`config.mk`:
```
export PLATFORM = sky130hd
export DESIGN_NAME = vscale_pc_gen_flat
export DESIGN_NICKNAME = d
export VERILOG_FILES = /design/src/rtl/vscale_pc_gen_if.sv /design/src/rtl/vscale_pc_gen.sv /design/src/flat_wrapper.sv
export SDC_FILE = /design/constraint.sdc
export NUM_CORES = 1
export LEC_CHECK = 0
export BUFFER_PORTS_ARGS = -buffer_cell sky130_fd_sc_hd__buf_2
export CAP_MARGIN = 20
export CORE_MARGIN = 2
export CORE_UTILIZATION = 25
export CTS_CLUSTER_DIAMETER = 40
export DETAILED_ROUTE_END_ITERATION = 8
export GPL_ROUTABILITY_DRIVEN = 0
export GPL_TIMING_DRIVEN = 1
export PLACE_DENSITY_LB_ADDON = 0.12
export SLEW_MARGIN = 20
export SYNTH_ARGS = -nofsm -noshare
export SYNTH_HDL_FRONTEND = slang
export SYNTH_SLANG_ARGS = --single-unit
```
`constraint.sdc`:
```
create_clock -name clk -period 6.9 [get_ports clk]
set_input_delay 1.38 -clock clk [delete_from_list [all_inputs] [get_ports clk]]
set_output_delay 1.38 -clock clk [all_outputs]
set_load 0.03 [all_outputs]
```
`src/rtl/vscale_pc_gen_if.sv`:
```
// Instruction-memory request channel between the PC generator (master) and
// the instruction memory or fetch arbiter (slave).
interface vscale_pc_gen_if #(
   parameter int XLEN = 32
);

   logic            imem_req_valid;
   logic            imem_req_ready;
   logic [XLEN-1:0] imem_addr;

   // PC generator side: presents the fetch address, sees the memory's accept.
   modport master (
      output imem_req_valid,
      output imem_addr,
      input  imem_req_ready
   );

   // Memory side: samples the address on valid & ready.
   modport slave (
      input  imem_req_valid,
      input  imem_addr,
      output imem_req_ready
   );

endinterface : vscale_pc_gen_if

```
`src/rtl/vscale_pc_gen.sv`:
```
// Registered fetch-PC stage for the vscale core.
// Owns PC_IF, selects the next fetch address (PC_PIF, driven on imem_addr),
// and holds any redirect that arrives while fetch cannot advance so that the
// redirect is never dropped.
// Optional feature macro: VSCALE_PC_MISALIGN_CHECK_EN
//   defined   : targets keep bits [1:0]; misaligned_target flags redirects
//               whose target is not word aligned (trap decision is left to
//               the control unit).
//   undefined : target bits [1:0] are forced to zero; misaligned_target = 0.
module vscale_pc_gen #(
   parameter int              XLEN     = 32,
   parameter logic [XLEN-1:0] RESET_PC = 'h0000_0200,
   parameter int              SEL_W    = 3
) (
   input  logic             clk,
   input  logic             reset,
   vscale_pc_gen_if.master  imem,
   input  logic [SEL_W-1:0] PC_src_sel,
   input  logic [31:0]      inst_DX,
   input  logic [XLEN-1:0]  rs1_data,
   input  logic [XLEN-1:0]  PC_DX,
   input  logic [XLEN-1:0]  handler_PC,
   input  logic [XLEN-1:0]  epc,
   input  logic             stall_IF,
   output logic [XLEN-1:0]  PC_IF,
   output logic             redirect_pending,
   output logic             misaligned_target
);

   // ------------------------------------------------------------------
   // Source-select encodings (values 7 and above behave as PLUS_FOUR)
   // ------------------------------------------------------------------
   localparam logic [SEL_W-1:0] SEL_PLUS_FOUR = SEL_W'(0);
   localparam logic [SEL_W-1:0] SEL_BRANCH    = SEL_W'(1);
   localparam logic [SEL_W-1:0] SEL_JAL       = SEL_W'(2);
   localparam logic [SEL_W-1:0] SEL_JALR      = SEL_W'(3);
   localparam logic [SEL_W-1:0] SEL_REPLAY    = SEL_W'(4);
   localparam logic [SEL_W-1:0] SEL_HANDLER   = SEL_W'(5);
   localparam logic [SEL_W-1:0] SEL_EPC       = SEL_W'(6);

   // BOOT : first fetch of RESET_PC not yet accepted
   // RUN  : normal fetch, address follows the selected source
   // HOLD : a redirect target is parked until the fetch is accepted
   typedef enum logic [1:0] {
      ST_BOOT = 2'd0,
      ST_RUN  = 2'd1,
      ST_HOLD = 2'd2
   } state_e;

   state_e          state_q, state_d;
   logic [XLEN-1:0] pc_if_q, pc_if_d;
   logic [XLEN-1:0] pend_target_q, pend_target_d;

   logic [XLEN-1:0] imm_b, imm_j, imm_i;
   logic [XLEN-1:0] tgt_raw;
   logic [XLEN-1:0] tgt;
   logic            is_redir;
   logic            req_valid;
   logic            advance;
   logic [XLEN-1:0] fetch_addr;
   logic            pending;
   logic            unused_bits;

   // ------------------------------------------------------------------
   // Immediate extraction from the DX instruction
   // ------------------------------------------------------------------
   assign imm_b = {{(XLEN-12){inst_DX[31]}}, inst_DX[7], inst_DX[30:25],
                   inst_DX[11:8], 1'b0};
   assign imm_j = {{(XLEN-20){inst_DX[31]}}, inst_DX[19:12], inst_DX[20],
                   inst_DX[30:21], 1'b0};
   assign imm_i = {{(XLEN-12){inst_DX[31]}}, inst_DX[31:20]};

   // Opcode/register fields are decoded elsewhere; only immediates matter
   // here. Low target bits are dropped when alignment is forced.
   assign unused_bits = ^{inst_DX[6:0], tgt_raw[1:0]};

   // Select the raw next-PC candidate; all sums wrap modulo 2^XLEN.
   // NOTE: every always_comb output gets a default first so no path can
   // leave it unassigned and infer a latch.
   always_comb begin
      tgt_raw  = pc_if_q + XLEN'(4);
      is_redir = 1'b0;
      case (PC_src_sel)
         SEL_BRANCH: begin
            tgt_raw  = PC_DX + imm_b;
            is_redir = 1'b1;
         end
         SEL_JAL: begin
            tgt_raw  = PC_DX + imm_j;
            is_redir = 1'b1;
         end
         SEL_JALR: begin
            tgt_raw  = (rs1_data + imm_i) & ~XLEN'(1);
            is_redir = 1'b1;
         end
         SEL_REPLAY: begin
            tgt_raw  = pc_if_q;
         end
         SEL_HANDLER: begin
            tgt_raw  = handler_PC;
            is_redir = 1'b1;
         end
         SEL_EPC: begin
            tgt_raw  = epc;
            is_redir = 1'b1;
         end
         default: begin
            // SEL_PLUS_FOUR and reserved encodings
            tgt_raw  = pc_if_q + XLEN'(4);
         end
      endcase
   end

`ifdef VSCALE_PC_MISALIGN_CHECK_EN
   // Targets pass through unchanged so the control unit can see the
   // misalignment and decide whether to trap.
   assign tgt = tgt_raw;
`else
   // Without the checker every fetch address is forced word aligned.
   assign tgt = {tgt_raw[XLEN-1:2], 2'b00};
`endif

   // ------------------------------------------------------------------
   // Handshake
   // ------------------------------------------------------------------
   assign req_valid = ~reset;
   assign advance   = req_valid & imem.imem_req_ready & ~stall_IF;

   // Next-state, fetch address and held-target update for the fetch FSM.
   always_comb begin
      state_d       = state_q;
      pc_if_d       = pc_if_q;
      pend_target_d = pend_target_q;
      fetch_addr    = tgt;
      pending       = 1'b0;
      case (state_q)
         ST_BOOT: begin
            fetch_addr = RESET_PC;
            if (advance) begin
               pc_if_d = RESET_PC;
            end
            // The boot fetch occupies the address port, so any redirect
            // seen here must be parked regardless of acceptance.
            if (is_redir) begin
               pend_target_d = tgt;
               state_d       = ST_HOLD;
            end else if (advance) begin
               state_d = ST_RUN;
            end
         end
         ST_RUN: begin
            fetch_addr = tgt;
            if (advance) begin
               // Zero-cycle redirect: an accepted target is taken directly.
               pc_if_d = tgt;
            end else if (is_redir) begin
               pend_target_d = tgt;
               state_d       = ST_HOLD;
            end
         end
         ST_HOLD: begin
            pending = 1'b1;
            // Youngest redirect wins; sequential sources are ignored.
            if (is_redir) begin
               fetch_addr    = tgt;
               pend_target_d = tgt;
            end else begin
               fetch_addr = pend_target_q;
            end
            if (advance) begin
               pc_if_d = fetch_addr;
               state_d = ST_RUN;
            end
         end
         default: begin
            state_d = ST_BOOT;
         end
      endcase
   end

   // State, PC_IF and held-target registers with synchronous reset.
   // NOTE: sequential state uses non-blocking assignments so every register
   // samples pre-edge values and simulation matches the synthesized flops.
   always_ff @(posedge clk) begin
      if (reset) begin
         state_q       <= ST_BOOT;
         pc_if_q       <= RESET_PC;
         pend_target_q <= '0;
      end else begin
         state_q       <= state_d;
         pc_if_q       <= pc_if_d;
         pend_target_q <= pend_target_d;
      end
   end

   // ------------------------------------------------------------------
   // Misaligned-target flag
   // ------------------------------------------------------------------
`ifdef VSCALE_PC_MISALIGN_CHECK_EN
   logic tgt_misaligned;
   logic pend_misaligned;

   assign tgt_misaligned  = is_redir & (tgt[1:0] != 2'b00);
   assign pend_misaligned = (state_q == ST_HOLD) & ~is_redir &
                            (pend_target_q[1:0] != 2'b00);

   // Flag a live misaligned redirect, or a misaligned target still held.
   always_comb begin
      misaligned_target = 1'b0;
      if (!reset) begin
         misaligned_target = tgt_misaligned | pend_misaligned;
      end
   end
`else
   assign misaligned_target = 1'b0;
`endif

   // ------------------------------------------------------------------
   // Outputs
   // ------------------------------------------------------------------
   assign imem.imem_req_valid = req_valid;
   assign imem.imem_addr      = fetch_addr;
   assign PC_IF               = pc_if_q;
   assign redirect_pending    = pending & ~reset;

endmodule : vscale_pc_gen

```
`src/flat_wrapper.sv`:
```
// flat-port wrapper written by rule: the top's interface ports become plain ports
module vscale_pc_gen_flat 
#(
   parameter int              XLEN     = 32,
   parameter logic [XLEN-1:0] RESET_PC = 'h0000_0200,
   parameter int              SEL_W    = 3
)
  (clk, reset, PC_src_sel, inst_DX, rs1_data, PC_DX, handler_PC, epc, stall_IF, PC_IF, redirect_pending, misaligned_target, imem_imem_req_valid, imem_imem_addr, imem_imem_req_ready);
  vscale_pc_gen_if #(.XLEN(XLEN)) imem_i ();
  input  logic clk;
  input  logic reset;
  input  logic [SEL_W-1:0] PC_src_sel;
  input  logic [31:0] inst_DX;
  input  logic [XLEN-1:0] rs1_data;
  input  logic [XLEN-1:0] PC_DX;
  input  logic [XLEN-1:0] handler_PC;
  input  logic [XLEN-1:0] epc;
  input  logic stall_IF;
  output logic [XLEN-1:0] PC_IF;
  output logic redirect_pending;
  output logic misaligned_target;
  output wire logic [$bits(imem_i.imem_req_valid)-1:0] imem_imem_req_valid;
  output wire logic [$bits(imem_i.imem_addr)-1:0] imem_imem_addr;
  input wire logic [$bits(imem_i.imem_req_ready)-1:0] imem_imem_req_ready;
  assign imem_imem_req_valid = imem_i.imem_req_valid;
  assign imem_imem_addr = imem_i.imem_addr;
  assign imem_i.imem_req_ready = imem_imem_req_ready;
  vscale_pc_gen #(.XLEN(XLEN), .RESET_PC(RESET_PC), .SEL_W(SEL_W)) u_core (.clk(clk), .reset(reset), .imem(imem_i), .PC_src_sel(PC_src_sel), .inst_DX(inst_DX), .rs1_data(rs1_data), .PC_DX(PC_DX), .handler_PC(handler_PC), .epc(epc), .stall_IF(stall_IF), .PC_IF(PC_IF), .redirect_pending(redirect_pending), .misaligned_target(misaligned_target));
endmodule
```
==> reports/metrics.csv <==
stage,metric,value,unit
sta,final setup vio count,0,
finish,Area Growth Syn to Fin,21.1,%
clock_tree,H-tree lvl count,3,
finish,nets,1675,
floorplan,Die ar.,36800,um2
sta,fin. max-slew vios,0,
floorplan,FP Rows,68,
drt,via count,10300,
worst_setup_path,crit path launch type,input port,
floorplan,total core area,34600,um2
worst_setup_path,CP Capture Type,primary output,
worst_setup_path,Crit path largest cell delay,0.54,ns
synthesis,most used flip-flop cell after synthesis,dfxtp_1,
drt,router iterations before antenna repair,6,
placed_design,DP Area,10400,um2
clock_tree,Worst-path clk slew,0.05,ns
clock_tree,clk_lat worst skew,0.33,ns
drt,Metal-1 WL,19600,um
sta,RSZ-0062 raised after global routing,no,
clock_tree,largest buffer count on any clock path,2,
finish,Final Cell Area,10700,um2
pwr,PD cells,165,nW/um2
drt,met3 wire length,1790,um
synthesis,Syn Inst Count,1259,
drt,Detail Route Antenna Nets,0,
finish,Layout Cells excl Fill,1898,
pwr,leakage power,4.64,nW
pwr,Max IR drop VDD,0.130,mV
drt,met2 wire len,17700,um
sta,Clock Skew,0.00832,ns
placed_design,Post-Place Cells,1881,
sta,worst setup margin,0.333,ns
run_status,status,completed,
sta,highest clock rate,0.152,GHz
sta,slew margin rel.,37.7,%
global_routing,vias in the first global route,9750,
sta,minimum clock period,6.57,ns
clock_tree,Root Buffer,clkbuf_16,
floorplan,DIE HEIGHT,192,um
global_routing,largest net degree at the start of global routing,55,
drt,DR top layer,met4,
drt,drt wl/cell,20.8,um
finish,diode count,0,
run,MaxCap Viol Count,0,
global_routing,Tot GR Track Use,20.9,%
worst_setup_path,CP required,5.52,ns
drt,total wire length,39500,um
drt,vias per cell,5.43,
global_routing,global-route wire length before repair,58700,um
synthesis,Syn Std Cell Area,8830,um2
sta,Final Hold Fails,0,
floorplan,Initial Utilization,25.5,%
placed_design,worst slack at placement,0.176,ns
clock_tree,CTS tree,done,
sta,setup TNS after final layout,0,ns
synthesis,syn avg cell area,7.01,um2
synthesis,Post-synth EDFFs,0,
worst_setup_path,CP max stage cell,a32oi_1,
worst_setup_path,Crit Path Max Fanout,8,
finish,FILL cells,3854,
sta,WHS,0.457,ns
synthesis,#FFs+latches synth,66,
pwr,total power,1.76,mW
placed_design,port bufs,220,
finish,"Core Util, Final",30.9,%
floorplan,# IOs,234,
global_routing,global route overflow,0,
placed_design,Post-DP HPWL,31300,um
clock_tree,CTS Buf Count,9,
synthesis,sequential share of the synthesized area,15.0,%
hold_path,Hold/Removal Path Class,reg -> reg,
synthesis,Mapped Nets,1495,
finish,layout cell share with drive strength beyond 1,20.4,%
drt,DR DRC count,0,
floorplan,die extent in x,192,um
worst_setup_path,worst-path cell chain,"buf_2, nor3b_4, buf_12, mux2_2, ha_1, nand4_1, mux2_2, o2bb2ai_1, o311ai_2, and3b_1, o21ai_0, a32oi_1, a21oi_1, a21oi_1, buf_2",
worst_setup_path,arrival time worst endpoint,5.19,ns
synthesis,Synth warnings,0,
synthesis,fraction of registers with async set or reset after synthesis,0,%
clock_tree,# clock sinks,66,
drt,initial DRC count,822,
sta,final period utilization,95.2,%
sta,actual slew at the worst max-slew pin,0.932,ns
global_routing,initial antenna violation count,0,
worst_setup_path,kind of critical path,in -> out,
synthesis,synth unique cells,85,
-- layout make-up --
class	count	area (um2)	share of cell area, %
clock inverters	3	15.0	0.140
inverters	31	116	1.09
clock buffers	12	256	2.40
repair buffers	245	1300	12.2
well taps	455	569	5.32
flip-flops and latches	66	1320	12.4
multi-input cells	1086	7110	66.5
-- flip-flops by register name, indices dropped and copies added, names as in the netlist --
name	count
u_core.PC_IF	32
u_core.pend_target_q	32
u_core.state_q	2
-- synthesized netlist by cell type (all sizes together), types with 25 or more instances --
library cell | number | area share (%)
inv | 31 | 1.3
nor3 | 28 | 1.6
a21oi | 110 | 6.2
nor2 | 97 | 4.1
nand2 | 151 | 6.4
clkbuf | 63 | 2.7
xor2 | 27 | 2.7
nand3 | 41 | 2.3
o211ai | 30 | 2.6
dfxtp | 66 | 15
o21ai | 126 | 7.2
ha | 68 | 9.6
xnor2 | 25 | 2.5
a21o | 41 | 3.5
-- cell families after synthesis --
logic type | synth area share (%)
buf+inv | 4.72
fa+ha+maj | 9.87
mux | 2.84
other cells | 0.0425
flops | 15.0
compound gates | 39.8
simple gates | 22.6
xor+xnor | 5.16
-- worst max-delay path, delay by kind of cell --
kind	cells	cell delay (ns)
mux	2	0.66
compound gates	6	1.67
buf+inv	3	0.50
simple gates	3	0.56
fa+ha+maj	1	0.39
-- metal layers --
metal	up-vias	global-route usage, %
met4	0	3.99
met2	305	33.6
met3	18	1.77
met5	-	0
li1	5128	-
met1	4857	30.3
-- path summary, 6_finish.rpt --
path                                 from                      end  slack, ns  cells after the start
setup / recovery            PC_src_sel[2]       imem_imem_addr[16]       0.33                     15
hold reg to reg   u_core.pend_target_q[2]  u_core.pend_target_q[2]       0.46                      2
hold / removal    u_core.pend_target_q[2]  u_core.pend_target_q[2]       0.46                      2
setup reg to reg        u_core.state_q[0]          u_core.PC_IF[1]       3.10                     10
-- layout by cell type (no fill, tap or decap), types with 20 or more instances in the layout --
master    synthesis  layout
ha_1             68      68
buf_2             7     220
nor2_1           97      97
o21ai_0         117     117
a21o_1           41      41
a21oi_1         110     109
o21a_1           20      20
xor2_1           27      27
xnor2_1          25      25
inv_1            30      30
o211ai_1         30      30
nor3_1           27      27
nand2_1         151     151
dfxtp_1          66      66
buf_4             1      24
a211oi_1         23      22
nand3_1          41      41
-- power by group --
part / internal [mW] / switching, mW / total, mW
registers: 0.405 / 0.0203 / 0.425
logic: 0.314 / 0.592 / 0.906
clock network: 0.259 / 0.169 / 0.428
total: 0.978 / 0.781 / 1.76
-- repair_timing --
| action | 4_1_cts | 5_1_grt |
|---|---|---|
| gates resized for setup | 0 | 0 |
| buffers inserted | 0 | 2 |
| hold buffers | 0 | 0 |
| endpoints found under the setup margin | 0 | 7 |
No activity file was read; power rests on OpenSTA's default activity.
